**config.mk**
```make
export PLATFORM = sky130hd
export DESIGN_NAME = fifo_sync_flags
export DESIGN_NICKNAME = d
export VERILOG_FILES = /design/src/rtl/fifo_pkg.sv /design/src/rtl/fifo_mem.sv /design/src/rtl/fifo_sync_flags.sv
export SDC_FILE = /design/constraint.sdc
export NUM_CORES = 1
export LEC_CHECK = 0
export CAP_MARGIN = 20
export CORE_MARGIN = 4
export CORE_UTILIZATION = 56
export DETAILED_ROUTE_END_ITERATION = 6
export PLACE_DENSITY = 0.84
export SLEW_MARGIN = 20
export SYNTH_ARGS = -nofsm -noshare
export SYNTH_HDL_FRONTEND = slang
export SYNTH_SLANG_ARGS = --single-unit
```
**constraint.sdc**
```tcl
create_clock -name clk -period 3.3 [get_ports clk]
set_input_delay 0.66 -clock clk [delete_from_list [all_inputs] [get_ports clk]]
set_output_delay 0.66 -clock clk [all_outputs]
set_load 0.005 [all_outputs]
```
**src/rtl/fifo_pkg.sv**
```systemverilog
// rtl/fifo_pkg.sv - shared FIFO mode constants and sizing helper
package fifo_pkg;

    localparam int FIFO_STD  = 0;
    localparam int FIFO_FWFT = 1;

    function automatic int clog2(input int value);
        int r;
        int v;
        r = 0;
        v = value - 1;
        while (v > 0) begin
            r = r + 1;
            v = v >> 1;
        end
        return r;
    endfunction

endpackage

```
**src/rtl/fifo_mem.sv**
```systemverilog
// rtl/fifo_mem.sv - depth x width register array, sync write port, async read port
module fifo_mem
    import fifo_pkg::*;
#(
    parameter int width = 8,
    parameter int depth = 8,
    localparam int aw   = clog2(depth)
) (
    input  logic             clk,
    input  logic             we,
    input  logic [aw-1:0]    waddr,
    input  logic [width-1:0] wdata,
    input  logic [aw-1:0]    raddr,
    output logic [width-1:0] rdata
);

    logic [width-1:0] mem [depth];

    // No reset: contents are only meaningful between the pointers.
    always_ff @(posedge clk) begin
        if (we) begin
            mem[waddr] <= wdata;
        end
    end

    assign rdata = mem[raddr];

endmodule

```
**src/rtl/fifo_sync_flags.sv**
```systemverilog
// rtl/fifo_sync_flags.sv - single-clock FIFO with thresholds, count, sticky errors, FWFT option
module fifo_sync_flags
    import fifo_pkg::*;
#(
    parameter int width    = 8,
    parameter int depth    = 8,
    parameter int af_level = 6,
    parameter int ae_level = 2,
    parameter int fwft     = FIFO_STD
) (
    input  logic                  clk,
    input  logic                  rst,
    input  logic                  wr,
    input  logic                  rd,
    input  logic                  clr_err,
    input  logic [width-1:0]      data_in,
    output logic [width-1:0]      data_out,
    output logic                  full,
    output logic                  empty,
    output logic                  almost_full,
    output logic                  almost_empty,
    output logic [clog2(depth):0] count,
    output logic                  overflow,
    output logic                  underflow
);

    localparam int aw = clog2(depth);
    localparam int pw = aw + 1;
    localparam logic [pw-1:0] af_lvl = pw'(af_level);
    localparam logic [pw-1:0] ae_lvl = pw'(ae_level);

    logic [pw-1:0]    wr_ptr;
    logic [pw-1:0]    rd_ptr;
    logic [pw-1:0]    wr_ptr_nxt;
    logic [pw-1:0]    rd_ptr_nxt;
    logic [pw-1:0]    count_nxt;
    logic             wr_ok;
    logic             rd_ok;
    logic [width-1:0] mem_rdata;

    // A full FIFO still takes a write when a read frees a slot on the same edge.
    assign rd_ok = rd & ~empty;
    assign wr_ok = wr & (~full | rd_ok);

    assign wr_ptr_nxt = wr_ptr + {{aw{1'b0}}, wr_ok};
    assign rd_ptr_nxt = rd_ptr + {{aw{1'b0}}, rd_ok};
    assign count_nxt  = wr_ptr_nxt - rd_ptr_nxt;

    always_ff @(posedge clk or posedge rst) begin
        if (rst) begin
            wr_ptr       <= '0;
            rd_ptr       <= '0;
            count        <= '0;
            empty        <= 1'b1;
            almost_empty <= 1'b1;
            full         <= 1'b0;
            almost_full  <= 1'b0;
            overflow     <= 1'b0;
            underflow    <= 1'b0;
        end else begin
            wr_ptr       <= wr_ptr_nxt;
            rd_ptr       <= rd_ptr_nxt;
            count        <= count_nxt;
            empty        <= (wr_ptr_nxt == rd_ptr_nxt);
            full         <= (wr_ptr_nxt[aw-1:0] == rd_ptr_nxt[aw-1:0]) &&
                            (wr_ptr_nxt[aw] != rd_ptr_nxt[aw]);
            almost_full  <= (count_nxt >= af_lvl);
            almost_empty <= (count_nxt <= ae_lvl);
            // A fresh error on the clearing edge keeps the flag set.
            overflow     <= (wr & ~wr_ok) | (overflow & ~clr_err);
            underflow    <= (rd & ~rd_ok) | (underflow & ~clr_err);
        end
    end

    fifo_mem #(
        .width (width),
        .depth (depth)
    ) u_mem (
        .clk   (clk),
        .we    (wr_ok),
        .waddr (wr_ptr[aw-1:0]),
        .wdata (data_in),
        .raddr (rd_ptr[aw-1:0]),
        .rdata (mem_rdata)
    );

    generate
        if (fwft == FIFO_FWFT) begin : g_fwft
            // Head word shown directly; forced to zero while nothing is stored.
            assign data_out = empty ? '0 : mem_rdata;
        end else begin : g_std
            logic [width-1:0] dout_q;
            always_ff @(posedge clk or posedge rst) begin
                if (rst) begin
                    dout_q <= '0;
                end else if (rd_ok) begin
                    dout_q <= mem_rdata;
                end
            end
            assign data_out = dout_q;
        end
    endgenerate

endmodule

```
==> metrics.md, run 1 <==
| Metric | Value |
|---|---|
| Register-to-register setup slack | 0.80 ns |
| Post-layout min period | 2.80 ns |
| Outcome | finished, final reports clean |
| Inst Count DP | approximately 300 |
| Post-route setup slack | 0.499 ns |
| Synth Register Bits | 90 |
| Pwr Total | 3.85 mW |
| Hold_buf cts | 0 |
| Tightest Pin Transition | 0.900 ns |
| Post-Syn Area | 3520 sq um |
| 1st-iter DRT viols | between 100 and 150 |
| Depth of the CTS H-tree | 3 |
| Worst skew pair latency | 0.36 ns |
| Placed instance area | between 3000 and 4000 sq um |
| Worst-path maximum fanout | 3 |
| Synth Area in Adders | 0.0306 |
| Req. time, crit path | 3.55 ns |
| Switching fraction of total power | 0.328 |
| Root buf cell | clkbuf_8 |
| CTS buffer count | 9 |
| Placer congestion estimate | 0.740 |
| Rows | 28 |
| Avg WL per Cell | ~18 microns |
| Synth area leader | edfxtp_1 |
| CTS resizes | 0 |
| Vias | 1768 |
| Worst rel slew slack | 0.396 |
| # IOs | 31 |
| Mux share of post-synthesis cell area | 0.125 |
| GRT overflow | 0 |
| DRT Pass-1 Iters | 4 |
| Combinational Power Share | 0.374 |
| Critical path class | in -> reg |
| Critical Path End Type | register |
| DIE AREA | 7620 sq um |
| Postcts setup bufs | 0 |
| Clock share of power | 0.200 |
| Yosys warns | 0 |
| Routed wire length | between 5000 and 6000 microns |
| All-Layer GR Usage | 0.178 |
| Core Region | roughly 6000 sq um |
| Seq pwr share | 0.426 |
| Diodes inserted | 0 |
| ANT nets after route | 0 |
| DP Wirelength | 3950 microns |
| Max Cap Viol | 0 |
| Leakage power | about 1.6 nW |
| Avg Inst Size Synth | 18.2 sq um |
| Largest family of logic cells by synthesized area | multiplexers |
| Synth area leaders | edfxtp_1 (55%), dfrtp_1 (17%), mux4_2 (10%) |
| Final nets | 260 |
| Internal | about 2.6 mW |
| Hold Path Class | reg -> reg |
| Final count of pins violating max slew | 0 |
| Post-synth EDFFs | 64 |
| Xor/xnor cell area share of the yosys netlist | 0.0288 |
| Critical Path AT | 3.05 ns |
| Final Non-Filler Cells | ~320 |
| Synth Area in Simple Gates | 0.0369 |
| Post-synth cell types | 29 |
| Design Area, Final | 4180 sq um |
| Critical path startpoint category | input port |
| CTS Sinks | 90 |
| Complex-gate fraction of the synthesized area | 0.0256 |
| Commonest cells in the netlist | edfxtp_1 (64), dfrtp_1 (24), mux4_2 (16) |
| Die Wd | between 80 and 90 microns |
| Final setup TNS | 0 ns |
| First-pass GRT wire length | between 9000 and 10000 microns |
| Final critical-path share of the clock period | 0.849 |
| Hold Fails Final Rpt | 0 |
| DR vias/cell | 5.54 |
| CTS tree | yes |
| Syn nets | approximately 220 |
| Setup-failing EPs final | 0 |
| Clk buf depth | 2 |
| Gate Count Post-Synth | 194 |
| Cell with the most instances after synthesis | edfxtp_1 |
| Worst hold slack | 0.488 ns |
| DP Worst Slack | 0.193 ns |
| Pin count of the biggest net entering global routing | 27 |
| Max VDD drop | just over 0.6 mV |
| Final core occ | 0.693 |
| Number of remaining DRC errors | 0 |
| Power per cell area | 922 nW/um^2 |
| FFs w/ async S/R, synth | 0.289 |
| Area grow syn2layout | 18.6% |
| Die Height | 87.3 microns |
| Max Fclk | 357 MHz |
| Synth top area share | 0.546 |
| Reported net switching power | 1.26 mW |
| Port bufs | 30 |
| Ratio of cells with drive above 1 in the final layout | 0.201 |
| CTS clk-pin slew, worst paths | 0.09 ns |
| Initial antenna violation count | 0 |
| Sequential share of the synthesized area | 0.731 |
| RSZ-0062 raised after global routing | no |
| Final Skew | roughly 0.011 ns |
| Vias in the first global route | 1838 |
| Filler cells | 385 |
| Ys flop type | edfxtp_1 |
| Initial Util | 0.585 |
==> power groups by stage <==
stage	combinational [mW]	clock, mW	sequential (mW)
2_1_floorplan	0.993	0	1.62
3_3_place_gp	1.39	0	1.65
3_5_place_dp	1.45	0	1.67
4_1_cts	1.46	0.780	1.64
5_1_grt	1.59	0.829	1.66
6_report	1.44	0.769	1.64
==> cells in the final DEF, fill, tap and decap left out, types with 6 or more instances in the layout <==
cell	count
ha_1	7
clkbuf_8	9
buf_4	11
inv_1	11
mux2i_1	8
nor2_1	6
mux4_2	16
clkdlybuf4s50_1	30
edfxtp_1	64
nand2_1	12
o21ai_1	8
dfrtp_1	24
==> final timing paths <==
| path | to | cells after the start | from |
|---|---|---|---|
| setup / recovery | almost_full | 10 | rd |
| hold / removal | data_out[2] | 2 | data_out[2] |
| setup reg to reg | almost_full | 9 | empty |
| hold reg to reg | data_out[2] | 2 | data_out[2] |
| max in group asynchronous | wr_ptr[2] | 2 | rst |
| min in group asynchronous | data_out[6] | 2 | rst |
==> critical path: stages <==
cell	delay (ns)
clkdlybuf4s50_1	0.49
nand2b_1	0.10
a21boi_1	0.25
ha_1	0.25
ha_1	0.30
ha_1	0.35
a21oi_1	0.18
o21bai_1	0.10
xor2_1	0.18
a21o_1	0.18
==> per-layer routing <==
layer	track usage	vias to the layer above	routed length, microns
met5	0	-	0
met4	0.0837	0	123
met3	0.0482	13	431
met2	0.263	53	2760
met1	0.247	890	2570
li1	-	812	-
==> flip-flops by register name, indices dropped and copies added (netlist names) <==
name / count
almost_empty: 1
almost_full: 1
count: 4
data_out: 8
empty: 1
full: 1
overflow: 1
rd_ptr: 4
u_mem.mem: 64
underflow: 1
wr_ptr: 4
==> cells by family after synthesis <==
kind of cell	after synthesis
compound gates	15
xor+xnor	9
fa+ha+maj	8
buf+inv	19
flops	90
mux	24
simple gates	29
==> area by class of cell <==
class | count | area, sq um | share of cell area
tap | 75 | 93.8 | 0.0225
inverter | 12 | 45.0 | 0.0108
timing repair buffer | 41 | 383 | 0.0917
clock buffer | 9 | 124 | 0.0297
clock inverter | 7 | 86.3 | 0.0207
multi-input combinational | 85 | 870 | 0.208
sequential | 90 | 2570 | 0.617
Note: power is estimated with default switching activity, not from simulation.
==> inputs of run 2 (changes only) <==
- clock period: 3.3 -> 2.9 ns (I/O delays scaled with it)
==> run 2 against run 1 <==
Sequential power grew 12%. Routed wire length grew 0.24%. Clock skew grew 0.0033 ns. Largest power group unchanged. Sequential cell count stayed put. Design area rose by 1.1%.
==> metrics.md, run 2 (same netlist as run 1, synthesis figures left out) <==
| Metric | Value |
|---|---|
| GRT overflow | 0 |
| Postcts setup bufs | 0 |
| Max Fclk | between 300 and 400 MHz |
| First-pass GRT wire length | 9600 microns |
| Die Height | 87.3 microns |
| All-Layer GR Usage | 0.175 |
| Core Region | 6030 sq um |
| Avg WL per Cell | 18.3 microns |
| DP Worst Slack | -0.00172 ns |
| Critical Path End Type | register |
| Outcome | finished, final reports clean |
| Setup-failing EPs final | 0 |
| Critical path startpoint category | input port |
| # IOs | 31 |
| Power per cell area | 1060 nW/um^2 |
| 1st-iter DRT viols | 124 |
| Rows | 28 |
| Final Skew | roughly 0.015 ns |
| Worst-path maximum fanout | 3 |
| Number of remaining DRC errors | 0 |
| Commonest cells after routing, fill and taps aside | edfxtp_1 (64), clkdlybuf4s50_1 (30), dfrtp_1 (24) |
| Placer congestion estimate | 0.836 |
| CTS Sinks | 90 |
| Filler cells | between 300 and 400 |
| Ratio of cells with drive above 1 in the final layout | 0.210 |
| Final count of pins violating max slew | 0 |
| Area of the multi-input gates | 870 sq um |
| Critical path class | in -> reg |
| Area grow syn2layout | 19.9% |
| Worst skew pair latency | around 0.35 ns |
| Tightest Pin Transition | 0.321 ns |
| Reg area | 2570 sq um |
| Worst rel slew slack | 0.786 |
| CTS resizes | 0 |
| Hold Path Class | reg -> reg |
| Commonest non-fill, non-tap cell in the layout | edfxtp_1 |
| Post-route setup slack | approximately 0.36 ns |
| Root buf cell | clkbuf_8 |
| Leakage power | between 1.5 and 2 nW |
| Depth of the CTS H-tree | 3 |
| DP Wirelength | 3990 microns |
| Port bufs | 30 |
| Placed instance area | 4000 sq um |
| Vias | 1779 |
| DR vias/cell | about 5.5 |
| Final setup TNS | 0 ns |
| Final critical-path share of the clock period | 0.875 |
| Initial antenna violation count | 0 |
| Req. time, crit path | ~3.2 ns |
| Max reg flops | 64 |
| Diodes inserted | 0 |
| Final core occ | 0.701 |
| ANT nets after route | 0 |
| Max Cap Viol | 0 |
| Max VDD drop | roughly 0.57 mV |
| Largest Register | u_mem.mem |
| DRT Pass-1 Iters | 4 |
| CTS buffer count | 9 |
| Post-layout min period | 2.54 ns |
| CTS clk-pin slew, worst paths | 0.08 ns |
| Pin count of the biggest net entering global routing | 27 |
| CTS tree | yes |
| Clk buf depth | 2 |
| Final nets | about 260 |
| Vias in the first global route | 1812 |
| Initial Util | 0.585 |
| Die Wd | 87.3 microns |
| Critical Path AT | 2.80 ns |
| Worst hold slack | 0.484 ns |
| Hold_buf cts | 0 |
| Design Area, Final | 4220 sq um |
| RSZ-0062 raised after global routing | no |
| Routed wire length | 5900 microns |
| Hold Fails Final Rpt | 0 |
| DIE AREA | 7620 sq um |
-- run 2: power by group --
part | switching [mW] | total (mW) | internal (mW)
registers | 0.129 | 1.83 | 1.70
logic | 0.823 | 1.68 | 0.859
clock network | 0.427 | 0.942 | 0.515
total | 1.38 | 4.46 | 3.08
-- run 2: critical path: stages --
cell             delay, ns
clkdlybuf4s50_1       0.49
nand2b_1              0.09
a21boi_1              0.20
ha_1                  0.21
ha_1                  0.28
ha_1                  0.33
a21oi_1               0.15
o21bai_1              0.09
xor2_1                0.18
a211oi_2              0.21
-- run 2: routing by layer --
| layer | vias up | GRT usage | part of all wire |
|---|---|---|---|
| met1 | 894 | 0.242 | 0.43 |
| li1 | 823 | - | - |
| met3 | 6 | 0.0454 | 0.065 |
| met4 | 0 | 0.0628 | 0.011 |
| met2 | 56 | 0.273 | 0.49 |
| met5 | - | 0 | 0 |
-- run 2: final timing paths --
kind | from | endpoint | slack [ns] | cells past startpoint
hold / removal | data_out[4] | data_out[4] | 0.48 | 2
setup / recovery | rd | almost_empty | 0.36 | 10
hold reg to reg | data_out[4] | data_out[4] | 0.48 | 2
min in group asynchronous | rst | data_out[0] | 0.58 | 3
max in group asynchronous | rst | empty | 2.01 | 3
setup reg to reg | empty | almost_empty | 0.55 | 9
-- run 2: stage by stage --
stage                     power, mW  instances
final                          4.46        323
after global routing           4.73        323
after CTS                      4.50        323
after detailed placement       3.56        307
after global placement         3.49        307
after floorplan                2.97        194
-- run 2: layout make-up --
class,count,area share
flip-flops and latches,90,0.610
multi-input cells,85,0.206
repair buffers,45,0.0977
clock buffers,11,0.0335
well taps,75,0.0222
clock inverters,5,0.0204
inverters,12,0.0107
